<file path="src/rtl/prbs_bert_ctrl.sv">
`default_nettype none
// ============================================================================
//  Module   : prbs_bert_ctrl
//  Purpose  : Bit-error-rate test controller for a PRBS loopback. Seeds the
//             transmit generator, self-synchronises a receive checker to the
//             incoming stream (d[n] = d[n-7] ^ d[n-10]), then counts bit
//             errors over a programmed number of received bits.
//  Ports    : clk, rst (async, active-low)
//             start / abort          - test control
//             frame_len              - bits to measure, captured on start
//             rx_data / rx_valid     - received bit and its qualifier
//             gen_rst_n / gen_en     - transmit generator reset / enable
//             busy / locked / done   - state decodes
//             timeout                - test ended without achieving lock
//             err_cnt / bit_cnt      - measurement results
//  Revision : 1.0 - initial release
// ============================================================================
module prbs_bert_ctrl #(
    parameter int LEN_W        = 16,
    parameter int ERR_W        = 16,
    parameter int SYNC_BITS    = 10,
    parameter int SYNC_TIMEOUT = 4096
) (
    input  logic             clk,
    input  logic             rst,
    input  logic             start,
    input  logic             abort,
    input  logic [LEN_W-1:0] frame_len,
    input  logic             rx_data,
    input  logic             rx_valid,
    output logic             gen_rst_n,
    output logic             gen_en,
    output logic             busy,
    output logic             locked,
    output logic             done,
    output logic             timeout,
    output logic [ERR_W-1:0] err_cnt,
    output logic [LEN_W-1:0] bit_cnt
);

    localparam int c_MATCH_W = $clog2(SYNC_BITS + 1);
    localparam int c_SYNC_W  = $clog2(SYNC_TIMEOUT + 1);
    localparam logic [c_MATCH_W-1:0] c_SYNC_BITS    = c_MATCH_W'(SYNC_BITS);
    localparam logic [c_SYNC_W-1:0]  c_SYNC_TIMEOUT = c_SYNC_W'(SYNC_TIMEOUT);

    typedef enum logic [2:0] {
        S_IDLE    = 3'd0,
        S_SEED    = 3'd1,
        S_SYNC    = 3'd2,
        S_MEASURE = 3'd3,
        S_DONE    = 3'd4
    } state_t;

    state_t                r_state;
    state_t                w_state_nxt;
    logic                  r_seed_cnt;
    logic                  r_gen_rst_n;
    logic                  r_timeout;
    logic [LEN_W-1:0]      r_frame_len;
    logic [ERR_W-1:0]      r_err_cnt;
    logic [LEN_W-1:0]      r_bit_cnt;
    logic [9:0]            r_hist;      // r_hist[k] = bit received k+1 valid cycles ago
    logic [c_MATCH_W-1:0]  r_match;
    logic [c_SYNC_W-1:0]   r_sync_cnt;

    logic                  w_pred;
    logic                  w_accept;
    logic                  w_sync_upd;
    logic                  w_meas_upd;
    logic [c_MATCH_W-1:0]  w_match_inc;
    logic [c_SYNC_W-1:0]   w_sync_inc;
    logic [LEN_W-1:0]      w_bit_inc;

    assign w_pred      = r_hist[6] ^ r_hist[9];
    assign w_match_inc = r_match + 1'b1;
    assign w_sync_inc  = r_sync_cnt + 1'b1;
    assign w_bit_inc   = r_bit_cnt + 1'b1;

    // Counters freeze on abort so the partial result stays readable in IDLE.
    assign w_sync_upd  = (r_state == S_SYNC) && rx_valid && !abort;
    assign w_meas_upd  = (r_state == S_MEASURE) && rx_valid && !abort &&
                         (r_frame_len != '0);

    // ------------------------------------------------------------------------
    // State register
    // ------------------------------------------------------------------------
    always_ff @(posedge clk or negedge rst) begin
        if (!rst) begin
            r_state <= S_IDLE;
        end else begin
            r_state <= w_state_nxt;
        end
    end

    // ------------------------------------------------------------------------
    // Next-state and state decodes
    // ------------------------------------------------------------------------
    always_comb begin
        w_state_nxt = r_state;
        w_accept    = 1'b0;
        gen_en      = 1'b0;
        busy        = 1'b0;
        locked      = 1'b0;
        done        = 1'b0;

        if (abort) begin
            w_state_nxt = S_IDLE;
        end else begin
            unique case (r_state)
                S_IDLE, S_DONE: begin
                    if (start) begin
                        w_state_nxt = S_SEED;
                        w_accept    = 1'b1;
                    end
                end
                S_SEED: begin
                    if (r_seed_cnt) begin
                        w_state_nxt = S_SYNC;
                    end
                end
                S_SYNC: begin
                    // Lock on the same bit as the timeout wins.
                    if (rx_valid) begin
                        if ((rx_data == w_pred) && (w_match_inc == c_SYNC_BITS)) begin
                            w_state_nxt = S_MEASURE;
                        end else if (w_sync_inc == c_SYNC_TIMEOUT) begin
                            w_state_nxt = S_DONE;
                        end
                    end
                end
                S_MEASURE: begin
                    if (r_frame_len == '0) begin
                        w_state_nxt = S_DONE;
                    end else if (rx_valid && (w_bit_inc == r_frame_len)) begin
                        w_state_nxt = S_DONE;
                    end
                end
                default: begin
                    w_state_nxt = S_IDLE;
                end
            endcase
        end

        gen_en = (r_state == S_SYNC) || (r_state == S_MEASURE);
        busy   = (r_state == S_SEED) || (r_state == S_SYNC) || (r_state == S_MEASURE);
        locked = (r_state == S_MEASURE);
        done   = (r_state == S_DONE);
    end

    // ------------------------------------------------------------------------
    // Datapath: seed timer, generator reset, checker and counters
    // ------------------------------------------------------------------------
    always_ff @(posedge clk or negedge rst) begin
        if (!rst) begin
            r_seed_cnt  <= 1'b0;
            r_gen_rst_n <= 1'b0;
            r_timeout   <= 1'b0;
            r_frame_len <= '0;
            r_err_cnt   <= '0;
            r_bit_cnt   <= '0;
            r_hist      <= '0;
            r_match     <= '0;
            r_sync_cnt  <= '0;
        end else begin
            // Registered from next state so the generator reset lines up
            // exactly with the SEED cycles and stays low while rst is low.
            r_gen_rst_n <= (w_state_nxt != S_SEED);
            r_seed_cnt  <= (r_state == S_SEED) && !r_seed_cnt;

            if (w_accept) begin
                r_frame_len <= frame_len;
                r_err_cnt   <= '0;
                r_bit_cnt   <= '0;
                r_timeout   <= 1'b0;
                r_hist      <= '0;
                r_match     <= '0;
                r_sync_cnt  <= '0;
            end else begin
                if (w_sync_upd) begin
                    r_hist     <= {r_hist[8:0], rx_data};
                    r_match    <= (rx_data == w_pred) ? w_match_inc : '0;
                    r_sync_cnt <= w_sync_inc;
                    if (w_state_nxt == S_DONE) begin
                        r_timeout <= 1'b1;
                    end
                end
                if (w_meas_upd) begin
                    // Once locked the checker runs on its own prediction so a
                    // received error is counted once and never propagates.
                    r_hist    <= {r_hist[8:0], w_pred};
                    r_bit_cnt <= w_bit_inc;
                    if ((rx_data != w_pred) && !(&r_err_cnt)) begin
                        r_err_cnt <= r_err_cnt + 1'b1;
                    end
                end
            end
        end
    end

    assign gen_rst_n = r_gen_rst_n;
    assign timeout   = r_timeout;
    assign err_cnt   = r_err_cnt;
    assign bit_cnt   = r_bit_cnt;

endmodule
`default_nettype wire

</file>
<file path="config.mk">
export PLATFORM = sky130hd
export DESIGN_NAME = prbs_bert_ctrl
export DESIGN_NICKNAME = d
export VERILOG_FILES = /design/src/rtl/prbs_bert_ctrl.sv
export SDC_FILE = /design/constraint.sdc
export NUM_CORES = 1
export LEC_CHECK = 0
export BUFFER_PORTS_ARGS = -buffer_cell sky130_fd_sc_hd__buf_2
export CORE_MARGIN = 3
export CORE_UTILIZATION = 50
export CTS_BUF_LIST = sky130_fd_sc_hd__clkbuf_4 sky130_fd_sc_hd__clkbuf_8
export CTS_CLUSTER_DIAMETER = 60
export DETAILED_ROUTE_END_ITERATION = 8
export PLACE_DENSITY = 0.73
export SETUP_SLACK_MARGIN = 0.15
export SYNTH_ARGS = -nofsm -noshare
export SYNTH_HDL_FRONTEND = slang
export SYNTH_SLANG_ARGS = --single-unit
export TNS_END_PERCENT = 5
</file>
<file path="constraint.sdc">
create_clock -name clk -period 2.8 [get_ports clk]
set_input_delay 0.14 -clock clk [delete_from_list [all_inputs] [get_ports clk]]
set_output_delay 0.14 -clock clk [all_outputs]
set_load 0.02 [all_outputs]
</file>
==> reports/qor.txt <==
max_slew headroom - 31.5%
P&R area growth vs syn - 17.6%
critical path required time - 3.04 ns
CTS sink count - 81
Fin Hold WS - 0.143 ns
MaxCap Viol Count - 0
RePlAce Congestion - 0.900
total negative slack - 0 ns
1st-iter DRT viols - 217
Tcrit/Tclk final - 87.1%
PnR worst setup slack - 0.363 ns
post-route ant nets - 0
Worst EP arrival - 2.68 ns
Die Ht - 102 um
Synth area leader - dfrtp_1
synthesized flop and latch total - 81
DRT Wirelength - 11,200 um
floorplan row count - 34
Initial Utilization - 52.0%
core outline area - 8810 um^2
Avg Inst Size Synth - 8.57 um^2
Worst-Margin Slew - 1.03 ns
Post-Synthesis Cell Area - 4580 um^2
clk_lat worst skew - 0.36 ns
Ports - 60
initial antenna violation count - 0
Worst-path clk slew - 0.08 ns
top-area cell type share of the netlist area - 44.3%
Max FO, Critical Path - 7
Layout Nets - 632
Area after DPL - 4970 um^2
# port buffers - 59
Avg WL per Cell - 15.6 um
critical path's slowest cell - dfrtp_1
Final Hold Viols - 0
Synth Flop Type - dfrtp_1
Synth Warn # - 0
leakage - 2.48 nW
unrepaired setup endpoints after global routing - no
top-count cell post-synth - nand2_1
Total GRT Usage - 22.8%
H-tree depth - 3
status - finished, final reports clean
DIE AREA - 10,300 um^2
Worst setup SP type - flip-flop
FMAX - 410 MHz
crit end category - flip-flop
DRC - 0
Pre-antenna DRT Iters - 4
Tot Pwr - 2.78 mW
crit path buf inv count - 0
top cells by area, synth - dfrtp_1, nand2_1, o21ai_0
first-pass GRT wire length - 19,100 um
crit-path cells - ha_1 -> nand2_1 -> or3_1 -> a211o_1 -> nor4_1 -> a31o_1 -> o21bai_1
largest net degree at the start of global routing - 82
max-slew violations - 0
Post-Syn Nets - 561
CTS tree - built
CTS Buf Count - 9
HP Class - input port to flip-flop
setup violators final - 0
vias in the first global route - 3,916
Netlist cell types - 58
vias per cell - 5.85
Remaining Overflow, GRT - 0
number of synthesized flops with an enable pin - 0
Synth async-reset ratio - 100%
CP top delay family - simple AND/OR/NAND/NOR gates
commonest cells in the synthesized netlist - nand2_1, dfrtp_1, o21ai_0
worst vdd ir - 276 uV
Die X - 102 um
clk buf depth - 2
Pwr Density - 516 nW/um^2
critical path class - flip-flop to flip-flop
DP HPWL - 7660 um
Seq/Total Area, Yosys - 44.3%
PostCTS Resize Cnt - 0
CTS root buf - clkbuf_8
Cells after Synth - 534
layout cells sized above 1 - 16.9%
worst stage delay on the critical path - 0.48 ns
final instance area - 5390 um^2
Setup Slack @ Placement - 0.440 ns
Ant. Diodes - 0
Setup Skew - 0.0135 ns
Period minus WS final - 2.44 ns
Vias - 4,201
layout make-up:
type                            instances  area [um^2]
Clock buffer                            9          124
Timing Repair Buffer                   86          543
Sequential cell                        81         2030
Clock inverter                          7          118
Multi-Input combinational cell        419         2410
Inverter                                8         30.0
Tap cell                              108          135
Fill cell                             785         3420
logic make-up after synthesis:
family	Yosys count	share of synthesized area, %
AND/OR/NAND/NOR	258	28.4
AO/OA/AOI/OAI	122	15.9
flip-flops	81	44.3
buffers and inverters	34	3.31
XOR/XNOR	31	6.09
adder cells (fa/ha/maj)	5	1.37
multiplexers	3	0.656
metrics by stage:
step,std cells,utilization [%]
global placement,685,56.5
finish,718,61.2
CTS,718,61.2
floorplan,534,-
detailed placement,685,56.5
global route,718,61.2
cell usage in the layout, fill, tap and decap left out, types with 4 or more instances in the layout:
cell type,count
nand2_1,102
dfrtp_1,81
o21ai_0,59
buf_2,58
nor2_1,37
nand3_1,31
a21oi_1,20
dlygate4sd3_1,17
xor2_1,16
nand4_1,16
or3_1,15
xnor2_1,14
buf_4,11
nor4_1,9
clkbuf_8,9
o31ai_1,8
inv_1,7
nor3_1,7
and2_1,6
and3_1,6
o41ai_1,5
ha_1,5
nand2b_1,4
a211o_1,4
nor2b_1,4
o21ai_1,4
metal layers:
layer,vias up,global-route usage [%],share of wire (%)
met4,0,5.83,1.3
met1,2015,32.7,46
met2,126,36.2,47
li1,2047,-,-
met5,-,0,0
met3,13,3.65,5.3
report_power, final:
part	leakage [nW]	total, mW	internal [mW]	switching (mW)
Clock	0.124	1.05	0.594	0.457
Sequential	1.10	1.34	1.25	0.0932
Combinational	1.25	0.388	0.163	0.225
Total	2.48	2.78	2.00	0.775
flip-flops by register name (all words and copies together), names as in the netlist:
register,cells
r_frame_len,16
bit_cnt,16
gen_rst_n,1
r_seed_cnt,1
r_match,4
timeout,1
r_hist,10
r_sync_cnt,13
r_state,3
err_cnt,16
final timing paths:
kind	from	end	slack [ns]	cells past startpoint
worst max-delay path	bit_cnt[0]	r_state[0]	0.36	7
worst min-delay path	start	gen_rst_n	0.14	2
worst max register to register	bit_cnt[0]	r_state[0]	0.36	7
worst min register to register	r_hist[7]	r_hist[7]	0.48	2
max in group asynchronous	rst	err_cnt[12]	1.64	2
min in group asynchronous	rst	r_sync_cnt[7]	0.51	2
what timing repair did:
action	in CTS	in global routing
buffers inserted	0	0
hold endpoints to repair	17	0
hold buffers	17	0
Note: power is estimated with default switching activity, not from simulation.
